## src/rtl/vga_timing_gen.sv

```systemverilog
// Free-running VGA raster generator: pixel/line counters, line/frame pulses and delayed sync/blank.
// Optional colour-bar test pattern output enabled by defining VGA_TEST_PATTERN_EN.
module vga_timing_gen #(
  parameter int unsigned H_VISIBLE  = 800,
  parameter int unsigned H_FP       = 40,
  parameter int unsigned H_SYNC     = 128,
  parameter int unsigned H_BP       = 88,
  parameter int unsigned V_VISIBLE  = 600,
  parameter int unsigned V_FP       = 1,
  parameter int unsigned V_SYNC     = 4,
  parameter int unsigned V_BP       = 23,
  parameter bit          SYNC_POL   = 1'b1,
  parameter int unsigned PIPE_DELAY = 1
) (
  input  logic        clk,
  input  logic        reset,
  input  logic        pix_en,
  output logic [10:0] vga_h,
  output logic [10:0] vga_v,
  output logic        active,
  output logic        line_start,
  output logic        frame_start,
  output logic        hsync_out,
  output logic        vsync_out,
`ifdef VGA_TEST_PATTERN_EN
  output logic [23:0] pattern_rgb,
`endif
  output logic        blank_n_out
);

  localparam logic [10:0] H_VIS    = 11'(H_VISIBLE);
  localparam logic [10:0] H_TOTAL  = 11'(H_VISIBLE + H_FP + H_SYNC + H_BP);
  localparam logic [10:0] H_LAST   = H_TOTAL - 11'd1;
  localparam logic [10:0] HS_START = 11'(H_VISIBLE + H_FP);
  localparam logic [10:0] HS_END   = 11'(H_VISIBLE + H_FP + H_SYNC);
  localparam logic [10:0] V_VIS    = 11'(V_VISIBLE);
  localparam logic [10:0] V_TOTAL  = 11'(V_VISIBLE + V_FP + V_SYNC + V_BP);
  localparam logic [10:0] V_LAST   = V_TOTAL - 11'd1;
  localparam logic [10:0] VS_START = 11'(V_VISIBLE + V_FP);
  localparam logic [10:0] VS_END   = 11'(V_VISIBLE + V_FP + V_SYNC);

`ifdef VGA_TEST_PATTERN_EN
  localparam int unsigned PW = 27;
  localparam logic [10:0] BAR_LAST = 11'(H_VISIBLE / 8) - 11'd1;
  localparam logic [PW-1:0] RST_VAL = {24'h000000, 1'b0, ~SYNC_POL, ~SYNC_POL};
`else
  localparam int unsigned PW = 3;
  localparam logic [PW-1:0] RST_VAL = {1'b0, ~SYNC_POL, ~SYNC_POL};
`endif

  logic [10:0] h_q, h_d;
  logic [10:0] v_q, v_d;
  logic        active_q, active_d;
  logic        line_q, line_d;
  logic        frame_q, frame_d;
  logic        hs_raw_s, vs_raw_s;
  logic [PW-1:0] stage_in_s;
  logic [PW-1:0] stage_out_s;

  // Counter next-state: wrap at TOTAL-1 (>= guards against any out-of-range value)
  always_comb begin
    h_d     = h_q;
    v_d     = v_q;
    line_d  = 1'b0;
    frame_d = 1'b0;
    if (pix_en) begin
      if (h_q >= H_LAST) begin
        h_d    = 11'd0;
        line_d = 1'b1;
        if (v_q >= V_LAST) begin
          v_d     = 11'd0;
          frame_d = 1'b1;
        end else begin
          v_d = v_q + 11'd1;
        end
      end else begin
        h_d = h_q + 11'd1;
      end
    end else begin
      h_d = h_q;
      v_d = v_q;
    end
    active_d = (h_d < H_VIS) && (v_d < V_VIS);
  end

  // Counter and pulse registers
  always_ff @(posedge clk) begin
    if (reset) begin
      h_q      <= 11'd0;
      v_q      <= 11'd0;
      active_q <= 1'b1;
      line_q   <= 1'b0;
      frame_q  <= 1'b0;
    end else begin
      h_q      <= h_d;
      v_q      <= v_d;
      active_q <= active_d;
      line_q   <= line_d;
      frame_q  <= frame_d;
    end
  end

  assign hs_raw_s = (h_q >= HS_START) && (h_q < HS_END);
  assign vs_raw_s = (v_q >= VS_START) && (v_q < VS_END);

`ifdef VGA_TEST_PATTERN_EN
  logic [10:0] bar_cnt_q, bar_cnt_d;
  logic [2:0]  bar_idx_q, bar_idx_d;
  logic [23:0] rgb_raw_s;

  function automatic logic [23:0] bar_color(input logic [2:0] idx);
    logic [23:0] c;
    case (idx)
      3'd0:    c = 24'hFFFFFF;
      3'd1:    c = 24'hFFFF00;
      3'd2:    c = 24'h00FFFF;
      3'd3:    c = 24'h00FF00;
      3'd4:    c = 24'hFF00FF;
      3'd5:    c = 24'hFF0000;
      3'd6:    c = 24'h0000FF;
      3'd7:    c = 24'h000000;
      default: c = 24'h000000;
    endcase
    return c;
  endfunction

  // Bar position tracks vga_h with a per-bar pixel counter instead of a divider
  always_comb begin
    bar_cnt_d = bar_cnt_q;
    bar_idx_d = bar_idx_q;
    if (pix_en) begin
      if (h_q >= H_LAST) begin
        bar_cnt_d = 11'd0;
        bar_idx_d = 3'd0;
      end else if (bar_cnt_q >= BAR_LAST) begin
        bar_cnt_d = 11'd0;
        bar_idx_d = bar_idx_q + 3'd1;
      end else begin
        bar_cnt_d = bar_cnt_q + 11'd1;
      end
    end else begin
      bar_cnt_d = bar_cnt_q;
    end
  end

  // Bar counter registers
  always_ff @(posedge clk) begin
    if (reset) begin
      bar_cnt_q <= 11'd0;
      bar_idx_q <= 3'd0;
    end else begin
      bar_cnt_q <= bar_cnt_d;
      bar_idx_q <= bar_idx_d;
    end
  end

  assign rgb_raw_s  = active_q ? bar_color(bar_idx_q) : 24'h000000;
  assign stage_in_s = {rgb_raw_s, active_q, vs_raw_s ^ ~SYNC_POL, hs_raw_s ^ ~SYNC_POL};
  assign pattern_rgb = stage_out_s[26:3];
`else
  assign stage_in_s = {active_q, vs_raw_s ^ ~SYNC_POL, hs_raw_s ^ ~SYNC_POL};
`endif

  // Polarity is applied before the pipe so a cleared stage reads as inactive sync
  generate
    if (PIPE_DELAY == 0) begin : g_nopipe
      assign stage_out_s = stage_in_s;
    end else begin : g_pipe
      logic [PW-1:0] pipe_q [PIPE_DELAY];

      // Delay pipe shifts every clock, independent of pix_en
      always_ff @(posedge clk) begin
        if (reset) begin
          for (int i = 0; i < int'(PIPE_DELAY); i++) pipe_q[i] <= RST_VAL;
        end else begin
          pipe_q[0] <= stage_in_s;
          for (int i = 1; i < int'(PIPE_DELAY); i++) pipe_q[i] <= pipe_q[i-1];
        end
      end

      assign stage_out_s = pipe_q[PIPE_DELAY-1];
    end
  endgenerate

  assign vga_h       = h_q;
  assign vga_v       = v_q;
  assign active      = active_q;
  assign line_start  = line_q;
  assign frame_start = frame_q;
  assign hsync_out   = stage_out_s[0];
  assign vsync_out   = stage_out_s[1];
  assign blank_n_out = stage_out_s[2];

endmodule

```

## config.mk

```make
export PLATFORM = sky130hd
export DESIGN_NAME = vga_timing_gen
export DESIGN_NICKNAME = d
export VERILOG_FILES = /design/src/rtl/vga_timing_gen.sv
export SDC_FILE = /design/constraint.sdc
export NUM_CORES = 1
export LEC_CHECK = 0
export CAP_MARGIN = 20
export CORE_UTILIZATION = 55
export DETAILED_ROUTE_END_ITERATION = 8
export PLACE_DENSITY = 0.81
export SETUP_SLACK_MARGIN = 0.15
export SYNTH_ARGS = -nofsm -noshare
export SYNTH_HDL_FRONTEND = slang
export SYNTH_SLANG_ARGS = --single-unit
```

## constraint.sdc

```tcl
create_clock -name clk -period 3.06 [get_ports clk]
set_input_delay 0.765 -clock clk [delete_from_list [all_inputs] [get_ports clk]]
set_output_delay 0.765 -clock clk [all_outputs]
set_load 0.005 [all_outputs]
```

==> out/qor.yml, run 1 <==
outcome:
  status: "completed"
job:
  drv_cap: 0
logic_synthesis:
  synth_area_um2: 1580
  netlist_instances: 197
  yosys_warnings: 0
  synth-seq-cells: 28
  syn_nets: 204
  synth_ff_type: "dfxtp_1"
  async_reset_ff_frac: 0
  synth.yosys.seq_area_share: 0.355
  yosysUniqueCellTypes: 48
  avgSynthCellArea_um2: 8.02
  synth_edf_count: 0
timing:
  setup_viol: 0
  drv_slew: 0
  rsz0062_at_grt: "false"
  final_hold_viol_count: 0
  final.setup.tns_ps: 0
  post-route-period-util: 0.765
  max_slew_margin: 0.499
  fin_worst_skew_ps: 2.29
  fin_crit_ps: 2340
  max_slew.worst_pin.slew_ps: 751
  fmax_mhz: 427
worst_setup_path:
  end_kind: "flip-flop"
  crit_cells: 8
  critPathLaunchType: "input pin"
  path_cells: "clkdlybuf4s50_1 > buf_4 > nand2_1 > nor4_1 > nand4_1 > a31oi_1 > a21o_1 > a21oi_2"
  critPathBufInv: 2
  r2r_cells: 7
  path_class: "input pin to flip-flop"
  path_delay_family: "simple AND/OR/NAND/NOR gates"
  path_max_fanout: 7
  crit_path_max_incr_delay_ps: 560
  crit_slowest_cell: "nor4_1"
  crit_arrival_ps: 2570
  critical_path_required_ps: 3290
floorplan:
  chipHeight_um: 55.6
  start_util: 0.578
  fp.dieArea_um2: 3090
  rows: 19
  boundaryPins: 31
  fp.coreArea_um2: 2730
  die_x_um: 55.6
clock_network:
  cts-buffers-inserted: 3
  root_buffer: "clkbuf_4"
  insertion_delay_ps: 330
  cts_sinks: 28
  cts_setup_buffers: 0
  cts_hold_buf: 0
  htreeDepth: 1
  cts.path.max_buffers: 2
  ctsResizeCount: 0
  cts_tree: "yes"
  cts.clk_slew.worst_paths_ps: 140
grt:
  grt_antenna_before_repair: 0
  track_usage: 0.247
  grt_pass1_vias: 1261
  grt.overflow.total: 0
  grt_pass1_wl_mm: 6.09
  grt_start_max_net_pins: 15
route:
  drtIter0Drc: 81
  num_vias: 1519
  remaining_drc_errors: 0
  first_pass_iters: 4
  drt-total-wl_mm: 3.70
  ant_nets: 0
  via_per_inst: 6.05
  detail_route.wl_per_cell_um: 14.7
power_and_ir_drop:
  ir_worst_vdd_mv: 0.237
  power_density_nw_per_um2: 294
  p_leak_nw: 0.655
  total_power_mw: 0.559
layout:
  area_growth_pct: 20.4
  drive_gt1_frac: 0.0591
  final_common_cell: "clkdlybuf4s50_1"
  final_cell_mix: "clkdlybuf4s50_1, dfxtp_1, nor2_1"
  fill_cells: 242
  finalNetCount: 229
  n_antenna_cell: 0
placement:
  numPortBuffers: 30
  gp_congestion: 0.897
  dp_hpwl_mm: 2.67
hold_path:
  hold_class: "flip-flop to flip-flop"
  whs_path_depth: 1
==> state kept, by name (all words and copies together) (netlist names) <==
signal and cells:
g_pipe.pipe_q 3, active 1, frame_start 1, line_start 1
vga_v 11, vga_h 11
==> report_power, final <==
part / switching [mW] / leakage [nW] / internal, mW
registers: 0.00561 / 0.226 / 0.368
logic: 0.0150 / 0.415 / 0.0155
clock network: 0.108 / 0.0138 / 0.0464
==> metrics by stage <==
step | hold slack (ps) | util | instance area, um2 | worst slack, ps | cells
floorplan | 460 | - | 1580 | 862 | 197
global placement | 459 | 0.687 | 1880 | 472 | 248
detailed placement | 455 | 0.687 | 1880 | 381 | 248
CTS | 474 | 0.695 | 1900 | 740 | 251
global route | 492 | 0.695 | 1900 | 588 | 251
finish | 473 | 0.695 | 1900 | 720 | 251
==> cell usage after synthesis (2+ instances only) <==
cell | instances | share of area
a21oi_1 | 12 | 0.038
dfxtp_1 | 28 | 0.35
nand4_1 | 4 | 0.016
a31oi_1 | 3 | 0.012
and3_1 | 5 | 0.020
inv_1 | 7 | 0.017
clkbuf_1 | 5 | 0.012
buf_2 | 7 | 0.022
o311ai_0 | 2 | 0.011
nand3_1 | 7 | 0.022
xor2_1 | 7 | 0.039
nor2_1 | 27 | 0.064
ha_1 | 4 | 0.032
a311oi_1 | 2 | 0.011
xnor2_1 | 5 | 0.028
or3_1 | 2 | 0.0079
nor3_1 | 6 | 0.019
mux2i_1 | 2 | 0.013
a211oi_1 | 2 | 0.0095
and4_1 | 3 | 0.017
nor4_1 | 5 | 0.020
o21ai_0 | 12 | 0.038
nand2_1 | 15 | 0.036
==> metal layers <==
| layer | routed length (um) | track usage | vias up |
|---|---|---|---|
| li1 | - | - | 756 |
| met1 | 1800 | 0.380 | 698 |
| met2 | 1570 | 0.348 | 60 |
| met3 | 283 | 0.0395 | 5 |
| met4 | 38 | 0.0821 | 0 |
| met5 | 0 | 0 | - |
==> worst reg2reg max path: stages, from the launching register on <==
cell,delay (ps)
dfxtp_1,490
ha_1,350
a21oi_1,90
o211a_4,290
or2_1,280
o311ai_0,410
a41o_1,250
a21oi_2,60
==> final timing paths <==
kind / start / slack (ps) / to
min reg2reg: active$_SDFF_PP1_ / 470 / g_pipe.pipe_q[0][2]$_SDFF_PP0_
min: active$_SDFF_PP1_ / 470 / g_pipe.pipe_q[0][2]$_SDFF_PP0_
max: pix_en / 720 / active$_SDFF_PP1_
max reg2reg: vga_h[0]$_SDFFE_PP0P_ / 750 / active$_SDFF_PP1_
==> layout make-up <==
class	instances	area, um2	area share
Multi-Input combinational cell	148	922	0.485
Sequential cell	28	561	0.295
Timing Repair Buffer	34	330	0.174
Tap cell	31	38.8	0.0204
Inverter	7	26.3	0.0138
Clock buffer	3	22.5	0.0118
==> cells by family after synthesis <==
family,share of synthesized area
xor gates and xnor gates,0.0666
AOI/OAI and AO/OA,0.197
and+or+nand+nor,0.276
adders and majority gates,0.0317
buffers and inverters,0.0610
muxes,0.0127
DFF,0.355
Note: power is estimated with default switching activity, not from simulation.
==> run 2: changes to the inputs <==
--- a/config.mk
+++ b/config.mk
@@ -6,9 +6,9 @@
 export NUM_CORES = 1
 export LEC_CHECK = 0
 export CAP_MARGIN = 20
-export CORE_UTILIZATION = 55
+export CORE_UTILIZATION = 51
 export DETAILED_ROUTE_END_ITERATION = 8
-export PLACE_DENSITY = 0.81
+export PLACE_DENSITY = 0.76
 export SETUP_SLACK_MARGIN = 0.15
 export SYNTH_ARGS = -nofsm -noshare
 export SYNTH_HDL_FRONTEND = slang
==> constraint.sdc (replaced) <==
create_clock -name clk -period 2.4 [get_ports clk]
set_input_delay 0.6 -clock clk [delete_from_list [all_inputs] [get_ports clk]]
set_output_delay 0.6 -clock clk [all_outputs]
set_load 0.005 [all_outputs]
==> out/qor.yml, run 2 (synthesis gave the netlist of run 1 again) <==
clock_network:
  cts_sinks: 28  # unchanged
  cts_tree: "yes"
  root_buffer: "clkbuf_4"
  cts.clk_slew.worst_paths_ps: 170  # +30 ps
  cts.path.max_buffers: 2  # unchanged
  cts-buffers-inserted: 3  # unchanged
  insertion_delay_ps: 340  # about the same
  htreeDepth: 1  # unchanged
hold_path:
  hold_class: "flip-flop to flip-flop"
  holdCritStartpoint: "active$_SDFF_PP1_"
  whs_path_depth: 1  # unchanged
  holdPathEnd: "g_pipe.pipe_q[0][2]$_SDFF_PP0_"
grt:
  grt.overflow.total: 0  # unchanged
  grt_pass1_wl_mm: 6.22  # +2.0%
  use_met2: 0.344  # -0.00382
  use_met1: 0.357  # -0.0226
  grt_pass1_vias: 1389  # +10%
  grt_antenna_before_repair: 0  # unchanged
  busiest_layer: "met1"
  grtUsageMet3: 0.0335  # -0.00605
  grt_start_max_net_pins: 17  # +2
  track_usage: 0.234  # -0.0121
layout:
  n_antenna_cell: 0  # unchanged
  final_common_cell: "clkdlybuf4s50_1"
  drive_gt1_frac: 0.100  # +0.0413
  area_growth_pct: 26.1
  final_cell_mix: "clkdlybuf4s50_1, nor2_1, dfxtp_1"
  fin_cells: 260  # +3.6%
  fin_area_um2: 1990  # +4.8%
  finalNetCount: 237  # +3.5%
power_and_ir_drop:
  power_density_nw_per_um2: 425  # +45%
  p_leak_nw: 0.710  # +8.4%
  ir_worst_vdd_mv: 0.294  # +24%
timing:
  whs_ps: 488  # +15.1 ps
  fin_crit_ps: 2130
  post-route-period-util: 0.888
  rsz0062_at_grt: "false"
  setup_viol: 0  # unchanged
  drv_slew: 0  # unchanged
  fmax_mhz: 469
  final_hold_viol_count: 0  # unchanged
  fin_worst_skew_ps: 5.71  # +3.43 ps
  max_slew_margin: 0.696  # +0.197
  max_slew.worst_pin.slew_ps: 451  # -299 ps
outcome:
  status: "finished, violations left"
  violations: "DRC"
floorplan:
  fp.coreArea_um2: 2850  # +4.3%
  chipHeight_um: 57.6  # +3.7%
  fp.dieArea_um2: 3320  # +7.5%
  start_util: 0.554  # -0.0241
  boundaryPins: 31  # unchanged
  die_x_um: 57.6  # +3.7%
  rows: 19  # unchanged
worst_setup_path:
  critPathLaunchType: "flip-flop"
  r2r_start: "vga_v[1]$_SDFFE_PP0P_"
  path_class: "flip-flop to output port"
  r2r_end: "active$_SDFF_PP1_"
  crit_path_max_incr_delay_ps: 610  # +50 ps
  crit_slowest_cell: "dfxtp_1"
  end_kind: "output port"
  r2r_cells: 7  # unchanged
  crit_arrival_ps: 1530  # -1040 ps
  path_cells: "clkdlybuf4s50_1"
  critical_path_required_ps: 1800  # -1490 ps
  reg2reg_slack_ps: 400  # -350 ps
  path_delay_family: "flip-flops"
  critPathBufInv: 1  # -1
  path_max_fanout: 13  # +6
placement:
  placed_cells: 256  # +3.2%
  dp_hpwl_mm: 2.80  # +4.9%
  gp_congestion: 0.890  # -0.79%
  place_area_um2: 1940  # +3.2%
  numPortBuffers: 30  # unchanged
job:
  drv_cap: 0  # unchanged
route:
  ant_nets: 0  # unchanged
  num_vias: 1601  # +5.4%
  remaining_drc_errors: 2  # +2
  via_per_inst: 6.16  # +1.7%
  first_pass_iters: 6  # +2
  drtIter0Drc: 106  # +31%
  drt-total-wl_mm: 3.88  # +5.1%
  detail_route.wl_per_cell_um: 14.9  # +1.5%
-- run 2: worst max path at each step --
stage                          start                 to  slack, ps  cells after the start
4_1_cts        vga_v[2]$_SDFFE_PP0P_           vga_v[2]        290                      1
2_1_floorplan  vga_h[0]$_SDFFE_PP0P_  active$_SDFF_PP1_        280                      9
3_5_place_dp                  pix_en  active$_SDFF_PP1_         -4                      8
5_1_grt          vga_v[3]$_SDFF_PP0_           vga_v[3]        210                      1
6_report         vga_v[3]$_SDFF_PP0_           vga_v[3]        270                      1
3_3_place_gp                  pix_en  active$_SDFF_PP1_         30                      7
-- run 2: layout make-up --
| cell class | count | area, um2 |
|---|---|---|
| Clock buffer | 3 | 22.5 |
| Clock inverter | 1 | 30.0 |
| Fill cell | 257 | 861 |
| Inverter | 7 | 26.3 |
| Multi-Input combinational cell | 148 | 922 |
| Sequential cell | 28 | 562 |
| Tap cell | 31 | 38.8 |
| Timing Repair Buffer | 42 | 390 |
-- run 2: routing by layer --
metal  up-vias  part of all wire
li1        770                 -
met1       757              0.47
met2        72              0.45
met3         2             0.074
met4         0            0.0044
met5         -                 0
-- run 2: per-stage QoR --
stage / total power, mW / worst slack, ps / TNS [ps] / util
after floorplan: 0.504 / 279 / 0 / -
after global placement: 0.530 / 26.4 / 0 / 0.679
after detailed placement: 0.531 / -4.38 / -4.38 / 0.679
after CTS: 0.846 / 287 / 0 / 0.698
after global routing: 0.872 / 206 / 0 / 0.698
final: 0.847 / 269 / 0 / 0.698
-- run 2: timing repair --
item | 4_1_cts | 5_1_grt
setup buffers | 0 | 0
setup endpoints to repair | 0 | 1
hold buffers | 0 | 0
resized for setup | 0 | 1
-- run 2: where the power goes --
part           internal (mW)  total (mW)  switching (mW)
logic                 0.0243      0.0491          0.0248
registers              0.470       0.472         0.00257
clock network          0.169       0.325           0.156
-- run 2: worst reg2reg max path, stage by stage, from the launching register on --
cell and delay, ps:
dfxtp_2 440, ha_1 280, nand3_1 180, or4_1 430, o21ai_0 150, a22o_1 170
a41o_1 200, a21oi_2 60
